### config.mk
export PLATFORM = sky130hd
export DESIGN_NAME = control_fsm_hs
export DESIGN_NICKNAME = d
export VERILOG_FILES = /design/src/rtl/control_fsm_hs.sv
export SDC_FILE = /design/constraint.sdc
export NUM_CORES = 1
export LEC_CHECK = 0
export ABC_CLOCK_PERIOD_IN_PS = 2600
export CAP_MARGIN = 10
export CORE_UTILIZATION = 36
export DETAILED_ROUTE_END_ITERATION = 16
export PLACE_DENSITY = 0.78
export SLEW_MARGIN = 20
export SYNTH_ARGS = -nofsm -noshare
export SYNTH_HDL_FRONTEND = slang
export SYNTH_SLANG_ARGS = --single-unit
### constraint.sdc
create_clock -name clk -period 2.6 [get_ports clk]
set_input_delay 0.78 -clock clk [delete_from_list [all_inputs] [get_ports clk]]
set_output_delay 0.78 -clock clk [all_outputs]
set_load 0.03 [all_outputs]
### src/rtl/control_fsm_hs.sv
// control_fsm_hs
//    Multi-cycle instruction sequencer with a memory handshake. Walks each
//    instruction through fetch, decode, execute, memory and writeback states.
//    Every memory wait is guarded by a timeout counter, and an illegal opcode
//    can raise a trap. Both traps can be disabled for legacy behaviour.
//
//    Parameters
//       MEM_TIMEOUT  consecutive mem_ready-low wait cycles before a timeout trap (1-255)
//       TRAP_ENABLE  1: illegal/timeout traps active; 0: no traps, waits are unbounded
//
//    Ports
//       clk, reset       single clock; synchronous active-high reset
//       opcode, funct3   instruction fields used for decode and branch selection
//       zero_flag        ALU zero result (beq/bne)
//       alu_result       ALU result; bit 0 carries the compare outcome (blt/bge/...)
//       mem_byte_en      store byte lanes, forwarded to mem_write in MEMWRITE
//       mem_ready        memory access completes this cycle
//       mem_req, adr_src, ir_write, reg_write, pc_update, pc_src, mem_write,
//       alu_src_a, alu_src_b, result_src   datapath controls
//       trap, trap_cause trap indication, valid only in the TRAP state
//       fsm_state        current state code
//
//    state     | meaning
//    ----------+-----------------------------------------------
//    FETCH     | read instruction at PC, PC += 4 on mem_ready
//    DECODE    | compute branch/jump target, dispatch on opcode
//    EXEC_R    | register-register ALU op
//    JAL       | link value = old PC + 4, PC <- jump target
//    EXEC_I    | register-immediate ALU op
//    MEMADR    | effective address = rs1 + imm
//    ALUWB     | write ALU output to register file
//    MEMWRITE  | store, byte strobes held until mem_ready
//    MEMREAD   | load, wait for mem_ready
//    MEMWB     | write load data to register file
//    BRANCH    | compare and conditionally take branch
//    LUI       | 0 + imm
//    AUIPC     | old PC + imm
//    JALR_CALC | rs1 + imm target
//    JALR_LINK | PC <- target, link value = old PC + 4
//    TRAP      | PC <- trap vector, report cause

module control_fsm_hs #(
   parameter int MEM_TIMEOUT = 16,
   parameter bit TRAP_ENABLE = 1'b1
) (
   input  logic        clk,
   input  logic        reset,
   input  logic [6:0]  opcode,
   input  logic [2:0]  funct3,
   input  logic        zero_flag,
   input  logic [31:0] alu_result,
   input  logic [3:0]  mem_byte_en,
   input  logic        mem_ready,
   output logic        mem_req,
   output logic        adr_src,
   output logic        ir_write,
   output logic        reg_write,
   output logic        pc_update,
   output logic [1:0]  pc_src,
   output logic [3:0]  mem_write,
   output logic [1:0]  alu_src_a,
   output logic [1:0]  alu_src_b,
   output logic        result_src,
   output logic        trap,
   output logic [1:0]  trap_cause,
   output logic [4:0]  fsm_state
);

   typedef enum logic [4:0] {
      ST_FETCH     = 5'd0,
      ST_DECODE    = 5'd1,
      ST_EXEC_R    = 5'd2,
      ST_JAL       = 5'd3,
      ST_EXEC_I    = 5'd4,
      ST_MEMADR    = 5'd5,
      ST_ALUWB     = 5'd6,
      ST_MEMWRITE  = 5'd7,
      ST_MEMREAD   = 5'd8,
      ST_MEMWB     = 5'd9,
      ST_BRANCH    = 5'd10,
      ST_LUI       = 5'd11,
      ST_AUIPC     = 5'd12,
      ST_JALR_CALC = 5'd13,
      ST_JALR_LINK = 5'd14,
      ST_TRAP      = 5'd15
   } state_t;

   localparam logic [6:0] OP_R      = 7'b0110011;
   localparam logic [6:0] OP_I      = 7'b0010011;
   localparam logic [6:0] OP_LOAD   = 7'b0000011;
   localparam logic [6:0] OP_STORE  = 7'b0100011;
   localparam logic [6:0] OP_BRANCH = 7'b1100011;
   localparam logic [6:0] OP_JAL    = 7'b1101111;
   localparam logic [6:0] OP_JALR   = 7'b1100111;
   localparam logic [6:0] OP_LUI    = 7'b0110111;
   localparam logic [6:0] OP_AUIPC  = 7'b0010111;
   localparam logic [6:0] OP_FENCE  = 7'b0001111;

   localparam logic [1:0] CAUSE_NONE    = 2'd0;
   localparam logic [1:0] CAUSE_ILLEGAL = 2'd1;
   localparam logic [1:0] CAUSE_TIMEOUT = 2'd2;

   localparam logic [7:0] WAIT_LAST = 8'(MEM_TIMEOUT - 1);

   state_t      state_q, state_d;
   logic [7:0]  wait_cnt_q, wait_cnt_d;
   logic [1:0]  cause_q, cause_d;

   logic        in_wait;
   logic        timeout_hit;
   logic        illegal;
   logic        branch_taken;

   // Only the compare bit of alu_result is used by the sequencer.
   logic        unused_alu_hi;
   assign unused_alu_hi = ^alu_result[31:1];

   assign fsm_state = state_q;

   always_comb begin
      state_d      = state_q;
      cause_d      = cause_q;
      wait_cnt_d   = wait_cnt_q;
      mem_req      = 1'b0;
      adr_src      = 1'b0;
      ir_write     = 1'b0;
      reg_write    = 1'b0;
      pc_update    = 1'b0;
      pc_src       = 2'd0;
      mem_write    = 4'd0;
      alu_src_a    = 2'd0;
      alu_src_b    = 2'd0;
      result_src   = 1'b0;
      trap         = 1'b0;
      trap_cause   = CAUSE_NONE;
      illegal      = 1'b0;
      branch_taken = 1'b0;

      in_wait     = (state_q == ST_FETCH) || (state_q == ST_MEMREAD) ||
                    (state_q == ST_MEMWRITE);
      // mem_ready is checked before timeout_hit in every wait state, which
      // gives a completing access priority over a coinciding timeout.
      timeout_hit = TRAP_ENABLE && !mem_ready && (wait_cnt_q == WAIT_LAST);

      unique case (state_q)
         ST_FETCH: begin
            mem_req = 1'b1;
            if (mem_ready) begin
               ir_write  = 1'b1;
               pc_update = 1'b1;
               state_d   = ST_DECODE;
            end else if (timeout_hit) begin
               state_d = ST_TRAP;
               cause_d = CAUSE_TIMEOUT;
            end
         end

         ST_DECODE: begin
            alu_src_a = 2'd1;
            alu_src_b = 2'd1;
            unique case (opcode)
               OP_R:      state_d = ST_EXEC_R;
               OP_I:      state_d = ST_EXEC_I;
               OP_LOAD,
               OP_STORE:  state_d = ST_MEMADR;
               OP_BRANCH: begin
                  // funct3 010/011 are not assigned to any branch.
                  if (funct3[2:1] == 2'b01) illegal = 1'b1;
                  else                      state_d = ST_BRANCH;
               end
               OP_JAL:    state_d = ST_JAL;
               OP_JALR:   state_d = ST_JALR_CALC;
               OP_LUI:    state_d = ST_LUI;
               OP_AUIPC:  state_d = ST_AUIPC;
               OP_FENCE:  state_d = ST_FETCH;
               default:   illegal = 1'b1;
            endcase
            // Legacy mode simply holds in DECODE on an illegal instruction.
            if (illegal && TRAP_ENABLE) begin
               state_d = ST_TRAP;
               cause_d = CAUSE_ILLEGAL;
            end
         end

         ST_EXEC_R: begin
            state_d = ST_ALUWB;
         end

         ST_EXEC_I: begin
            alu_src_b = 2'd1;
            state_d   = ST_ALUWB;
         end

         ST_LUI: begin
            alu_src_a = 2'd2;
            alu_src_b = 2'd1;
            state_d   = ST_ALUWB;
         end

         ST_AUIPC: begin
            alu_src_a = 2'd1;
            alu_src_b = 2'd1;
            state_d   = ST_ALUWB;
         end

         ST_JAL: begin
            alu_src_a = 2'd1;
            alu_src_b = 2'd2;
            pc_update = 1'b1;
            pc_src    = 2'd1;
            state_d   = ST_ALUWB;
         end

         ST_JALR_CALC: begin
            alu_src_b = 2'd1;
            state_d   = ST_JALR_LINK;
         end

         ST_JALR_LINK: begin
            alu_src_a = 2'd1;
            alu_src_b = 2'd2;
            pc_src    = 2'd2;
            pc_update = 1'b1;
            state_d   = ST_ALUWB;
         end

         ST_ALUWB: begin
            reg_write = 1'b1;
            state_d   = ST_FETCH;
         end

         ST_BRANCH: begin
            unique case (funct3)
               3'b000:  branch_taken = zero_flag;
               3'b001:  branch_taken = !zero_flag;
               3'b100,
               3'b101,
               3'b110,
               3'b111:  branch_taken = alu_result[0];
               default: branch_taken = 1'b0;
            endcase
            if (branch_taken) begin
               pc_src    = 2'd1;
               pc_update = 1'b1;
            end
            state_d = ST_FETCH;
         end

         ST_MEMADR: begin
            alu_src_b = 2'd1;
            state_d   = (opcode == OP_STORE) ? ST_MEMWRITE : ST_MEMREAD;
         end

         ST_MEMREAD: begin
            mem_req = 1'b1;
            adr_src = 1'b1;
            if (mem_ready) begin
               state_d = ST_MEMWB;
            end else if (timeout_hit) begin
               state_d = ST_TRAP;
               cause_d = CAUSE_TIMEOUT;
            end
         end

         ST_MEMWB: begin
            reg_write  = 1'b1;
            result_src = 1'b1;
            state_d    = ST_FETCH;
         end

         ST_MEMWRITE: begin
            mem_req   = 1'b1;
            adr_src   = 1'b1;
            mem_write = mem_byte_en;
            if (mem_ready) begin
               state_d = ST_FETCH;
            end else if (timeout_hit) begin
               state_d = ST_TRAP;
               cause_d = CAUSE_TIMEOUT;
            end
         end

         ST_TRAP: begin
            trap       = 1'b1;
            trap_cause = cause_q;
            pc_src     = 2'd3;
            pc_update  = 1'b1;
            cause_d    = CAUSE_NONE;
            state_d    = ST_FETCH;
         end

         default: begin
            state_d = ST_FETCH;
         end
      endcase

      // Any state change (including entry into a wait state) restarts the
      // count; it saturates so legacy mode can wait indefinitely.
      if (state_d != state_q) begin
         wait_cnt_d = 8'd0;
      end else if (in_wait && !mem_ready && (wait_cnt_q != 8'hFF)) begin
         wait_cnt_d = wait_cnt_q + 8'd1;
      end

      // Side-effecting strobes stay quiet while reset is held.
      if (reset) begin
         mem_req    = 1'b0;
         ir_write   = 1'b0;
         pc_update  = 1'b0;
         reg_write  = 1'b0;
         mem_write  = 4'd0;
         trap       = 1'b0;
         trap_cause = CAUSE_NONE;
      end
   end

   always_ff @(posedge clk) begin
      if (reset) begin
         state_q    <= ST_FETCH;
         wait_cnt_q <= 8'd0;
         cause_q    <= CAUSE_NONE;
      end else begin
         state_q    <= state_d;
         wait_cnt_q <= wait_cnt_d;
         cause_q    <= cause_d;
      end
   end

endmodule

==> reports/metrics.cfg <==
[outcome]
run_status = finished with violations
violations = setup timing

[power]
p_leak_nw = 0.865
vdd_drop_max_v = 0.000244
p_per_area_nw_per_um2 = 351

[global_route]
grt_pass1_vias = 1610
grt_antenna_before_repair = 0
grt_max_degree = 19
grt_pass1_wl_um = 7200
grt.overflow.total = 0
grtUsageTotal_pct = 21.1

[synthesis]
syn_inst = 201
synth_edf_count = 0
synthFlopType = dfxtp_1
synth_nets = 252
ys_warn_count = 0
ys_seq_area_share_pct = 20.8
ys_ff_latch = 15
synth_area_leader_cell = dfxtp_1
yosysTopAreaCellShare_pct = 20.8
netlist_area_sq_um = 1450
netlist_top_cells_area = dfxtp_1, nor3_1, nand2b_1, or3_1, xnor2_1
synth_cell_types = 49
post_synth.cell_area_avg_sq_um = 7.19
async_flop_share_pct = 0

[worst_setup_path]
worstPathArrival_ps = 2040
worstPathCellList = buf_6 -> xnor2_1 -> or3_1 -> a21oi_2 -> mux2_2 -> nand2_1 -> a21oi_4 -> buf_6
cp_num_buf_inv = 2
cp_num_cells = 8
slowest_delay_ps = 360
path_class = in -> out
regToRegSetupSlack_ps = 180
crit_slowest_cell = or3_1
cp.required_ps = 1820
cp_max_fo = 2
cp-end-kind = output pin
r2r_end = wait_cnt_q[6]
cp_top_family = simple AND/OR/NAND/NOR gates
r2r-start = fsm_state[4]
worstSetupStartpointType = primary input
cp_common_cell = buf_6
rr_worst_depth = 8

[min_path]
whs_path_depth = 2
min_path_type = reg -> reg
min-delay-start = cause_q[0]
min_to = cause_q[0]

[sta]
fin_crit_sh_pct = 109
max_freq_mhz = 354
finalSetupViolations = 2
rsz0062_at_grt = true
hold-worst-slack_ps = 498
fin_skew_ps = 1.41
setup_ws_ps = -225
period_minus_slack_ps = 2820
maxSlewViolCount = 0
finalHoldViolations = 0

[cts]
clk_path_buf_depth = 2
cts_max_level = 1
cts_sinks = 15
cts_tree = yes
insertion_delay_ps = 250
cts_root_buf = clkbuf_8
cts_made_buffers = 3
cts.clk_slew.worst_paths_ps = 60

[layout]
fillers = 331
drive_gt1_share_pct = 37.1
diodes = 0
nNetsFinal = 327
design_area_sq_um = 2340
layout_common_cells = buf_4, nand2_1, clkdlybuf4s50_1, nor2_1
layout_commonest_cell = buf_4
syn2layout_area_growth_pct = 61.9

[job]
max_cap_viol_count = 0

[floorplan]
fp.dieW_um = 65.4
ioPinCount = 74
fp.dieH_um = 65.4
initial_utilization_pct = 38.6
num_rows = 22
dieArea_sq_um = 4270
coreArea_sq_um = 3740

[detailed_routing]
wl_um = 4490
ant_nets = 0
drt_iter0_drc = 112
via_count = 1799
dr.pass1.iters = 4
wire_per_inst_um = 13.9
drc = 0
via_per_inst = 5.57

[placement]
gp_congestion = 0.840
io_buffers = 42
dpl_cell_area_sq_um = 2110
dp_hpwl_um = 3180

==> timing repair <==
action                     CTS  global route
cloned                       0             0
buffers inserted             6             8
resized for setup           40            11
setup endpoints to repair   23            16
hold buffers                 0             0
pin swaps                   14             7
==> logic make-up after synthesis <==
group / synth area share (%)
compound gates: 16.5
xor+xnor: 4.85
fa+ha+maj: 0.866
buf+inv: 5.63
flops: 20.8
mux: 4.59
other cells: 0.259
simple gates: 46.5
==> cell type report <==
class | instances | area (sq um) | area share, %
Tap cell | 48 | 60.1 | 2.57
Timing Repair Buffer | 83 | 689 | 29.5
Sequential cell | 15 | 313 | 13.4
Inverter | 4 | 15.0 | 0.642
Multi-Input combinational cell | 169 | 1220 | 52.0
Clock buffer | 4 | 45.0 | 1.93
==> metal layers <==
layer	share of wire, %	global-route usage [%]	up-vias
met4	1.7	6.52	0
met2	50	35.3	66
met3	4.9	1.22	8
li1	-	-	883
met5	0	0	-
met1	43	28.8	842
==> registers in the layout (all words and copies together), names as in the netlist <==
register and flops:
wait_cnt_q 8, fsm_state 5, cause_q 2
==> synthesized netlist by cell type (2+ instances only) <==
cell / instances
xnor2_1: 7
and2_1: 9
a21oi_1: 11
buf_2: 2
o21ai_0: 6
nand2b_1: 11
nand4b_1: 3
nor4_1: 5
or3_1: 10
dfxtp_1: 15
buf_6: 2
o211ai_1: 3
nor2b_1: 5
nor3_1: 16
or2_2: 3
a31oi_1: 4
mux2i_1: 3
nor2_1: 13
nor3_2: 2
nor3b_1: 3
a211oi_1: 4
inv_1: 4
nand2_1: 16
clkbuf_1: 8
mux2_2: 2
nand3b_1: 3
nand3_1: 9
==> metrics by stage <==
stage | std cells | total power [W] | util [%] | TNS [ps] | worst slack, ps
global placement | 310 | 0.000572 | 56.4 | -7060 | -639
detailed placement | 310 | 0.000575 | 56.4 | -7390 | -639
CTS | 317 | 0.000781 | 59.8 | -472 | -264
global route | 323 | 0.000863 | 62.5 | -824 | -320
floorplan | 201 | 0.000451 | - | 0 | 1.87
finish | 323 | 0.000821 | 62.5 | -441 | -225
==> report_power, final <==
| part | internal [W] | switching [W] |
|---|---|---|
| registers | 0.000239 | 0.0000241 |
| clock network | 0.000109 | 0.0000814 |
| logic | 0.000176 | 0.000192 |
==> worst register-to-register path, delay by kind of cell (launching register included) <==
kind                   cells  cell delay [ps]
DFF                        1              400
buffers and inverters      2              320
and+or+nand+nor            3              800
muxes                      1              320
AOI/OAI and AO/OA          2              470
==> worst max path at each step <==
stage | startpoint | end | slack [ps]
4_1_cts | funct3[0] | pc_update | -260
2_1_floorplan | fsm_state[4] | result_src | 2
6_report | funct3[0] | pc_src[0] | -220
5_1_grt | zero_flag | pc_update | -320
3_3_place_gp | funct3[0] | pc_update | -640
3_5_place_dp | zero_flag | pc_update | -640
Note: power is estimated with default switching activity, not from simulation.
